`src/rtl/timekeeper_pkg.sv`:
```
// timekeeper_pkg: shared constants for the time-of-day controller.
// Contents: field widths and limits, LED bus width, mode codes and a
// wrapping field-increment helper used by the controller.
package timekeeper_pkg;

    localparam int unsigned FIELD_W = 6;
    localparam int unsigned LED_W   = 18;

    localparam logic [FIELD_W-1:0] SEC_MAX  = 6'd59;
    localparam logic [FIELD_W-1:0] MIN_MAX  = 6'd59;
    localparam logic [FIELD_W-1:0] HOUR_MAX = 6'd23;

    typedef logic [1:0] mode_t;

    localparam mode_t MODE_RUN      = 2'd0;
    localparam mode_t MODE_SET_SEC  = 2'd1;
    localparam mode_t MODE_SET_MIN  = 2'd2;
    localparam mode_t MODE_SET_HOUR = 2'd3;

    // Add one, returning to zero once the field limit has been reached.
    function automatic logic [FIELD_W-1:0] wrap_inc(input logic [FIELD_W-1:0] value,
                                                    input logic [FIELD_W-1:0] max_value);
        return (value >= max_value) ? '0 : value + 6'd1;
    endfunction

endpackage

```
`src/rtl/timekeeper_ctrl_button_conditioner.sv`:
```
// button_conditioner: conditions one raw push-button input.
// Two-flop synchronizer, then a debouncer that accepts a level change only
// after DEBOUNCE_CYCLES consecutive synchronized samples differ from the
// current debounced level. Emits a one-cycle pulse on an accepted 0->1.
// Ports:
//   clock, reset  clock and asynchronous active-high reset
//   raw           raw button level, asynchronous to clock
//   pulse         one-cycle pulse on debounced rise (registered)
//   held          debounced level high and synchronized sample still high
module button_conditioner #(
    parameter int unsigned DEBOUNCE_CYCLES = 4
) (
    input  logic clock,
    input  logic reset,
    input  logic raw,
    output logic pulse,
    output logic held
);

    localparam logic [7:0] CNT_LAST = 8'(DEBOUNCE_CYCLES - 1);

    logic       sync1, sync2;
    logic       level;
    logic [7:0] cnt;
    logic       differ;
    logic       accept;

    assign differ = (sync2 != level);
    assign accept = differ && (cnt == CNT_LAST);
    assign held   = level & sync2;

    always_ff @(posedge clock or posedge reset) begin
        if (reset) begin
            sync1 <= 1'b0;
            sync2 <= 1'b0;
            level <= 1'b0;
            cnt   <= 8'd0;
            pulse <= 1'b0;
        end else begin
            sync1 <= raw;
            sync2 <= sync1;
            // Any sample equal to the current level restarts the count.
            if (!differ || accept) begin
                cnt <= 8'd0;
            end else begin
                cnt <= cnt + 8'd1;
            end
            if (accept) begin
                level <= sync2;
            end
            pulse <= accept & sync2;
        end
    end

endmodule

```
`src/rtl/timekeeper_ctrl.sv`:
```
// timekeeper_ctrl: mode FSM, 1 Hz prescaler and hh:mm:ss register file.
// RUN counts time from the prescaler tick; SET_SEC/SET_MIN/SET_HOUR freeze
// the prescaler and let the increment button bump the selected field.
// Optional feature macro: TIMEKEEPER_AUTOREPEAT_EN (increment auto-repeat
// while the button is held in a set mode, period REPEAT_CYCLES).
// Ports:
//   clock, reset       clock and asynchronous active-high reset
//   counter_trigger    raw mode button
//   increment_trigger  raw increment button
//   led_output         {hours, minutes, seconds}, 6 bits each, binary
//   mode_led_output    high whenever mode is not RUN
//   mode               current mode code
//   tick               one-cycle pulse per applied second tick
module timekeeper_ctrl
    import timekeeper_pkg::*;
#(
    parameter int unsigned TICK_DIV        = 1000,
`ifdef TIMEKEEPER_AUTOREPEAT_EN
    parameter int unsigned REPEAT_CYCLES   = 500,
`endif
    parameter int unsigned DEBOUNCE_CYCLES = 4
) (
    input  logic             clock,
    input  logic             reset,
    input  logic             counter_trigger,
    input  logic             increment_trigger,
    output logic [LED_W-1:0] led_output,
    output logic             mode_led_output,
    output logic [1:0]       mode,
    output logic             tick
);

    localparam int unsigned   PW         = $clog2(TICK_DIV);
    localparam logic [PW-1:0] PRESC_LAST = PW'(TICK_DIV - 1);

    logic mode_pulse, mode_held;
    logic inc_pulse, inc_held;
    logic inc_req;

    button_conditioner #(
        .DEBOUNCE_CYCLES(DEBOUNCE_CYCLES)
    ) u_mode_btn (
        .clock(clock),
        .reset(reset),
        .raw  (counter_trigger),
        .pulse(mode_pulse),
        .held (mode_held)
    );

    button_conditioner #(
        .DEBOUNCE_CYCLES(DEBOUNCE_CYCLES)
    ) u_inc_btn (
        .clock(clock),
        .reset(reset),
        .raw  (increment_trigger),
        .pulse(inc_pulse),
        .held (inc_held)
    );

    mode_t              mode_q, mode_d;
    logic [PW-1:0]      presc_q, presc_d;
    logic [FIELD_W-1:0] sec_q, sec_d;
    logic [FIELD_W-1:0] min_q, min_d;
    logic [FIELD_W-1:0] hour_q, hour_d;
    logic               tick_q, tick_d;

`ifdef TIMEKEEPER_AUTOREPEAT_EN
    localparam int unsigned   RW       = $clog2(REPEAT_CYCLES + 1);
    localparam logic [RW-1:0] REP_LAST = RW'(REPEAT_CYCLES - 1);

    logic [RW-1:0] rep_q, rep_d;
    logic          rep_fire;
    logic          unused_held;

    assign unused_held = mode_held;
    assign rep_fire    = inc_held && (mode_q != MODE_RUN) && (rep_q == REP_LAST);
    assign inc_req     = inc_pulse | rep_fire;

    // Counts cycles of a sustained press; restarts on release or mode change.
    always_comb begin
        rep_d = rep_q + RW'(1);
        if (!inc_held || (mode_q == MODE_RUN) || mode_pulse || rep_fire) begin
            rep_d = '0;
        end
    end

    always_ff @(posedge clock or posedge reset) begin
        if (reset) begin
            rep_q <= '0;
        end else begin
            rep_q <= rep_d;
        end
    end
`else
    logic unused_held;

    assign unused_held = mode_held ^ inc_held;
    assign inc_req     = inc_pulse;
`endif

    always_comb begin
        mode_d  = mode_q;
        presc_d = presc_q;
        sec_d   = sec_q;
        min_d   = min_q;
        hour_d  = hour_q;
        tick_d  = 1'b0;

        if (mode_q == MODE_RUN) begin
            if (presc_q == PRESC_LAST) begin
                presc_d = '0;
                tick_d  = 1'b1;
                sec_d   = wrap_inc(sec_q, SEC_MAX);
                if (sec_q == SEC_MAX) begin
                    min_d = wrap_inc(min_q, MIN_MAX);
                    if (min_q == MIN_MAX) begin
                        hour_d = wrap_inc(hour_q, HOUR_MAX);
                    end
                end
            end else begin
                presc_d = presc_q + PW'(1);
            end
        end else begin
            // Frozen at zero so RUN re-entry yields a full TICK_DIV period.
            presc_d = '0;
            if (inc_req) begin
                unique case (mode_q)
                    MODE_SET_SEC:  sec_d  = wrap_inc(sec_q, SEC_MAX);
                    MODE_SET_MIN:  min_d  = wrap_inc(min_q, MIN_MAX);
                    MODE_SET_HOUR: hour_d = wrap_inc(hour_q, HOUR_MAX);
                    default:       ;
                endcase
            end
        end

        // Increment above uses the pre-advance mode when both pulses coincide.
        if (mode_pulse) begin
            mode_d = mode_q + 2'd1;
        end
    end

    always_ff @(posedge clock or posedge reset) begin
        if (reset) begin
            mode_q  <= MODE_RUN;
            presc_q <= '0;
            sec_q   <= '0;
            min_q   <= '0;
            hour_q  <= '0;
            tick_q  <= 1'b0;
        end else begin
            mode_q  <= mode_d;
            presc_q <= presc_d;
            sec_q   <= sec_d;
            min_q   <= min_d;
            hour_q  <= hour_d;
            tick_q  <= tick_d;
        end
    end

    assign led_output      = {hour_q, min_q, sec_q};
    assign mode            = mode_q;
    assign mode_led_output = (mode_q != MODE_RUN);
    assign tick            = tick_q;

endmodule

```
`config.mk`:
```
export PLATFORM = sky130hd
export DESIGN_NAME = timekeeper_ctrl
export DESIGN_NICKNAME = d
export VERILOG_FILES = /design/src/rtl/timekeeper_pkg.sv /design/src/rtl/timekeeper_ctrl_button_conditioner.sv /design/src/rtl/timekeeper_ctrl.sv
export SDC_FILE = /design/constraint.sdc
export NUM_CORES = 1
export LEC_CHECK = 0
export CAP_MARGIN = 20
export CORE_MARGIN = 4
export CORE_UTILIZATION = 30
export CTS_CLUSTER_SIZE = 8
export DETAILED_ROUTE_END_ITERATION = 8
export PLACE_DENSITY_LB_ADDON = 0.25
export REMOVE_ABC_BUFFERS = 1
export SETUP_SLACK_MARGIN = 0.1
export SLEW_MARGIN = 20
export SYNTH_ARGS = -nofsm -noshare
export SYNTH_HDL_FRONTEND = slang
export SYNTH_HIERARCHICAL = 1
export SYNTH_SLANG_ARGS = --single-unit
```
`constraint.sdc`:
```
create_clock -name clock -period 2.62 [get_ports clock]
set_input_delay 0.524 -clock clock [delete_from_list [all_inputs] [get_ports clock]]
set_output_delay 0.524 -clock clock [all_outputs]
set_load 0.05 [all_outputs]
```
==> results.toml <==
[setup_path]
required_ns = 2.10
cp_data_arrival_time_ns = 1.71
regToRegSetupSlack_ns = 0.51
critical-path-max-stage-delay_ns = 0.87
path_class = "reg -> out"
startpoint = "min_q[2]"
slowest_stage = "sky130_fd_sc_hd__clkdlybuf4s50_1"
crit_buf_inv = 1
end_kind = "output port"
path_max_fanout = 8
worst_path_dominant_cell_family = "buffers and inverters"
cp_cell_sequence = "clkdlybuf4s50_1"
nature_of_the_critical_path_startpoint = "register"
critical_path.reg2reg.startpoint = "mode[0]"
r2r.worst_path.cells = 7
reg2reg_to = "sec_q[5]"

[routing]
detailedRoute.firstPassIterationCount = 4
antenna_violating_nets_post_route = 0
num_vias = 2010
route.detailed.wl_per_inst_um = 12.4
final_wirelength_um = 5030
drt_iter0_markers = 52
drc_errors = 0
vias_per_cell = 4.98

[timing]
finalSetupViolCount = 0
worst-slew-pin-transition_ns = 0.618
maxSlewHeadroom_pct = 58.7
maxClockFrequency_mhz = 448
finalSetupTns_ns = 0
final.period_utilization_pct = 85.2
worst_slack_ns = 0.387
fin_worst_skew_ns = 0.0113
grt_setup_unrepaired = "no"
period_needed_ns = 2.23
final-hold-violation-count = 0
slew_viol_final = 0

[cells_and_area]
finish.net_count = 311
diodes = 0
areaGrowthSynthToFinish_pct = 18.0
fill_cell_count = 868
layout_cell_share_with_drive_strength_beyond_1_pct = 9.12
post-route-cell-area_mm2 = 0.00322

[place]
routabilityCongestion = 0.778
detailedPlacementHpwl_um = 3690
place.port_buffers = 25
postPlaceCellArea_mm2 = 0.00310
dp_slack_ns = 0.502

[pwr]
netSwitchingFraction_pct = 34.1
combinationalPowerShare_pct = 26.1
pwr_density_cell_mw_per_mm2 = 668
sequentialPowerShare_pct = 47.5
total_leakage_power_nw = 1.36
peakVddDrop_uv = 331
switchingPower_mw = 0.734
clkPwrFrac_pct = 26.4
internal-power_mw = 1.42

[global_route]
grt_pass1_wl_um = 9050
overflow = 0
antenna_found_initial = 0
largest_net_degree_at_the_start_of_global_routing = 32
gr-usage-met1_pct = 14.7
globalRouteMet2Util_pct = 16.4
groute.layer.met3.usage_pct = 2.41
grt_pass1_vias = 1948
globalRouteTotalUtil_pct = 10.4
gr-max-usage-layer = "met2"

[job]
drv.max_cap_violation_count = 0

[die]
design.die.area_mm2 = 0.0107
core_area_mm2 = 0.00876
std_cell_rows = 34
number_of_ports_placed_on_the_die_boundary = 26
floorplan.initialDensity_pct = 31.1
chipHeight_um = 103
dieWidth_um = 103

[clocking]
post_cts_resize_count = 0
clock-sinks = 55
total_cts_buffers = 5
root_buffer = "sky130_fd_sc_hd__clkbuf_8"
clock_tree.buffer_depth = 2
cts.repair_timing.setup_buffer_count = 0
hold_bufs_at_cts = 0
clock_pin_slew_worst_setup_and_hold_paths_ns = 0.10
cts_tree = "built"
worst_skew_pair.late_latency_ns = 0.30
cts-htree-levels = 2

[status]
run_status = "finished clean"

[synth]
synthesis.instances = 264
synth_top_cell_by_area = "sky130_fd_sc_hd__dfrtp_1"
yosysWarningCount = 6
ys_ff_latch = 55
synth.cell_area_mm2 = 0.00273
number_of_unique_standard_cell_types_used_by_synthesis = 44
yosys.area.top_type_share_pct = 50.5
synth_sequential_area_ratio_pct = 50.5
synthTopCellsByArea = "sky130_fd_sc_hd__dfrtp_1, sky130_fd_sc_hd__ha_1, sky130_fd_sc_hd__o21ai_0"
avgSynthCellArea_um2 = 10.3

[hold_path]
min_to = "u_inc_btn/sync2"
timing.hold.worst_path_depth = 0
timing.hold.worst.class = "reg -> reg"
min-delay-start = "u_inc_btn/sync1"
-- flip-flops by register name (all words and copies together) (netlist names), 2 cells and up --
name and cells:
presc_q 10, u_inc_btn/cnt 8, sec_q 6, hour_q 6, min_q 6, mode 2, u_mode_btn/cnt 8
-- area by class of cell --
type	count	area, um2	area share (%)
well taps	108	135	4.20
flip-flops and latches	55	1380	42.8
multi-input cells	194	1280	39.9
clock inverters	3	46.3	1.44
repair buffers	27	263	8.16
clock buffers	5	68.8	2.14
inverters	12	45.0	1.40
-- layout by cell type (no fill, tap or decap), types with 2 or more instances in the layout --
cell                              count
sky130_fd_sc_hd__a21o_1               2
sky130_fd_sc_hd__a21oi_1             12
sky130_fd_sc_hd__a31o_2               2
sky130_fd_sc_hd__and2_1               2
sky130_fd_sc_hd__and2_2               2
sky130_fd_sc_hd__and3_1               8
sky130_fd_sc_hd__and3_2               2
sky130_fd_sc_hd__and4_1               2
sky130_fd_sc_hd__buf_4                3
sky130_fd_sc_hd__clkbuf_8             5
sky130_fd_sc_hd__clkdlybuf4s50_1     24
sky130_fd_sc_hd__dfrtp_1             55
sky130_fd_sc_hd__ha_1                12
sky130_fd_sc_hd__inv_1               12
sky130_fd_sc_hd__mux2_1               2
sky130_fd_sc_hd__mux2i_1              2
sky130_fd_sc_hd__nand2_1             18
sky130_fd_sc_hd__nand2b_1             2
sky130_fd_sc_hd__nand3_1             17
sky130_fd_sc_hd__nand3b_1             6
sky130_fd_sc_hd__nand4_1              5
sky130_fd_sc_hd__nor2_1              26
sky130_fd_sc_hd__nor3_1               4
sky130_fd_sc_hd__nor4_2               3
sky130_fd_sc_hd__o21ai_0             23
sky130_fd_sc_hd__o22a_1               2
sky130_fd_sc_hd__o31ai_1              6
sky130_fd_sc_hd__or3_1                6
sky130_fd_sc_hd__xnor2_1              6
sky130_fd_sc_hd__xor2_1               7
-- synth_stat cells --
cell type / count
sky130_fd_sc_hd__o221ai_2: 1
sky130_fd_sc_hd__and3_1: 8
sky130_fd_sc_hd__nand4b_1: 1
sky130_fd_sc_hd__or2b_2: 1
sky130_fd_sc_hd__a31o_2: 2
sky130_fd_sc_hd__nor4b_2: 1
sky130_fd_sc_hd__o22a_1: 2
sky130_fd_sc_hd__a211oi_1: 1
sky130_fd_sc_hd__nor3_1: 4
sky130_fd_sc_hd__buf_2: 2
sky130_fd_sc_hd__and3_2: 2
sky130_fd_sc_hd__nor4_1: 1
sky130_fd_sc_hd__nand3b_1: 6
sky130_fd_sc_hd__dfrtp_1: 55
sky130_fd_sc_hd__a21oi_1: 12
sky130_fd_sc_hd__xor2_1: 7
sky130_fd_sc_hd__inv_1: 12
sky130_fd_sc_hd__o2bb2ai_1: 1
sky130_fd_sc_hd__nor4_4: 1
sky130_fd_sc_hd__mux2i_1: 2
sky130_fd_sc_hd__a21o_1: 2
sky130_fd_sc_hd__a22o_1: 1
sky130_fd_sc_hd__and2_2: 2
sky130_fd_sc_hd__o21ai_1: 1
sky130_fd_sc_hd__buf_6: 1
sky130_fd_sc_hd__a41oi_1: 1
sky130_fd_sc_hd__or4_4: 1
sky130_fd_sc_hd__nand2_4: 1
sky130_fd_sc_hd__o21ai_0: 23
sky130_fd_sc_hd__nor2b_1: 1
sky130_fd_sc_hd__and2_1: 2
sky130_fd_sc_hd__and4_1: 2
sky130_fd_sc_hd__nand3_1: 17
sky130_fd_sc_hd__nand2b_1: 2
sky130_fd_sc_hd__nand4_4: 1
sky130_fd_sc_hd__xnor2_1: 6
sky130_fd_sc_hd__nand2_1: 18
sky130_fd_sc_hd__nand4_1: 5
sky130_fd_sc_hd__o31ai_1: 6
sky130_fd_sc_hd__or3_1: 6
sky130_fd_sc_hd__ha_1: 12
sky130_fd_sc_hd__nor2_1: 26
sky130_fd_sc_hd__nor4_2: 3
sky130_fd_sc_hd__mux2_1: 2
-- power by group through the flow --
stage / clock, mW / sequential, mW / combinational (mW)
3_5_place_dp: 0 / 1.04 / 0.566
3_3_place_gp: 0 / 1.04 / 0.572
6_report: 0.567 / 1.02 / 0.561
5_1_grt: 0.623 / 1.04 / 0.631
4_1_cts: 0.594 / 1.02 / 0.572
2_1_floorplan: 0 / 1.10 / 0.341
-- stage by stage --
step                hold WS [ns]  utilization (%)  instances  power, mW
floorplan                  0.331                -        261       1.44
global placement           0.333             35.4        396       1.61
detailed placement         0.336             35.4        396       1.61
CTS                        0.361             36.7        404       2.19
global route               0.363             36.7        404       2.29
finish                     0.356             36.7        404       2.15
-- metal layers --
metal,up-vias,share of wire [%]
met5,-,0
met4,0,0.62
met3,4,3.6
met2,24,46
met1,971,50
li1,1011,-
-- how the worst max path moves through the flow --
stage | end | slack (ns) | depth (start not counted)
final | led_output[8] | 0.39 | 1
after global routing | sec_q[5] | 0.29 | 7
after CTS | led_output[8] | 0.37 | 1
after detailed placement | sec_q[5] | 0.50 | 7
after global placement | sec_q[5] | 0.58 | 7
after floorplan | min_q[5] | 0.18 | 7
-- kinds of logic (layout without fill, tap and decap cells) --
kind of cell / count (synthesis) / count (layout) / share of synthesized area [%]
xor gates and xnor gates: 13 / 13 / 4.17
muxes: 4 / 4 / 1.56
and+or+nand+nor: 112 / 112 / 24.0
AOI/OAI and AO/OA: 53 / 53 / 11.9
buffers and inverters: 15 / 47 / 2.43
DFF: 55 / 55 / 50.5
adders and majority gates: 12 / 12 / 5.50
No activity file was read; power rests on OpenSTA's default activity.
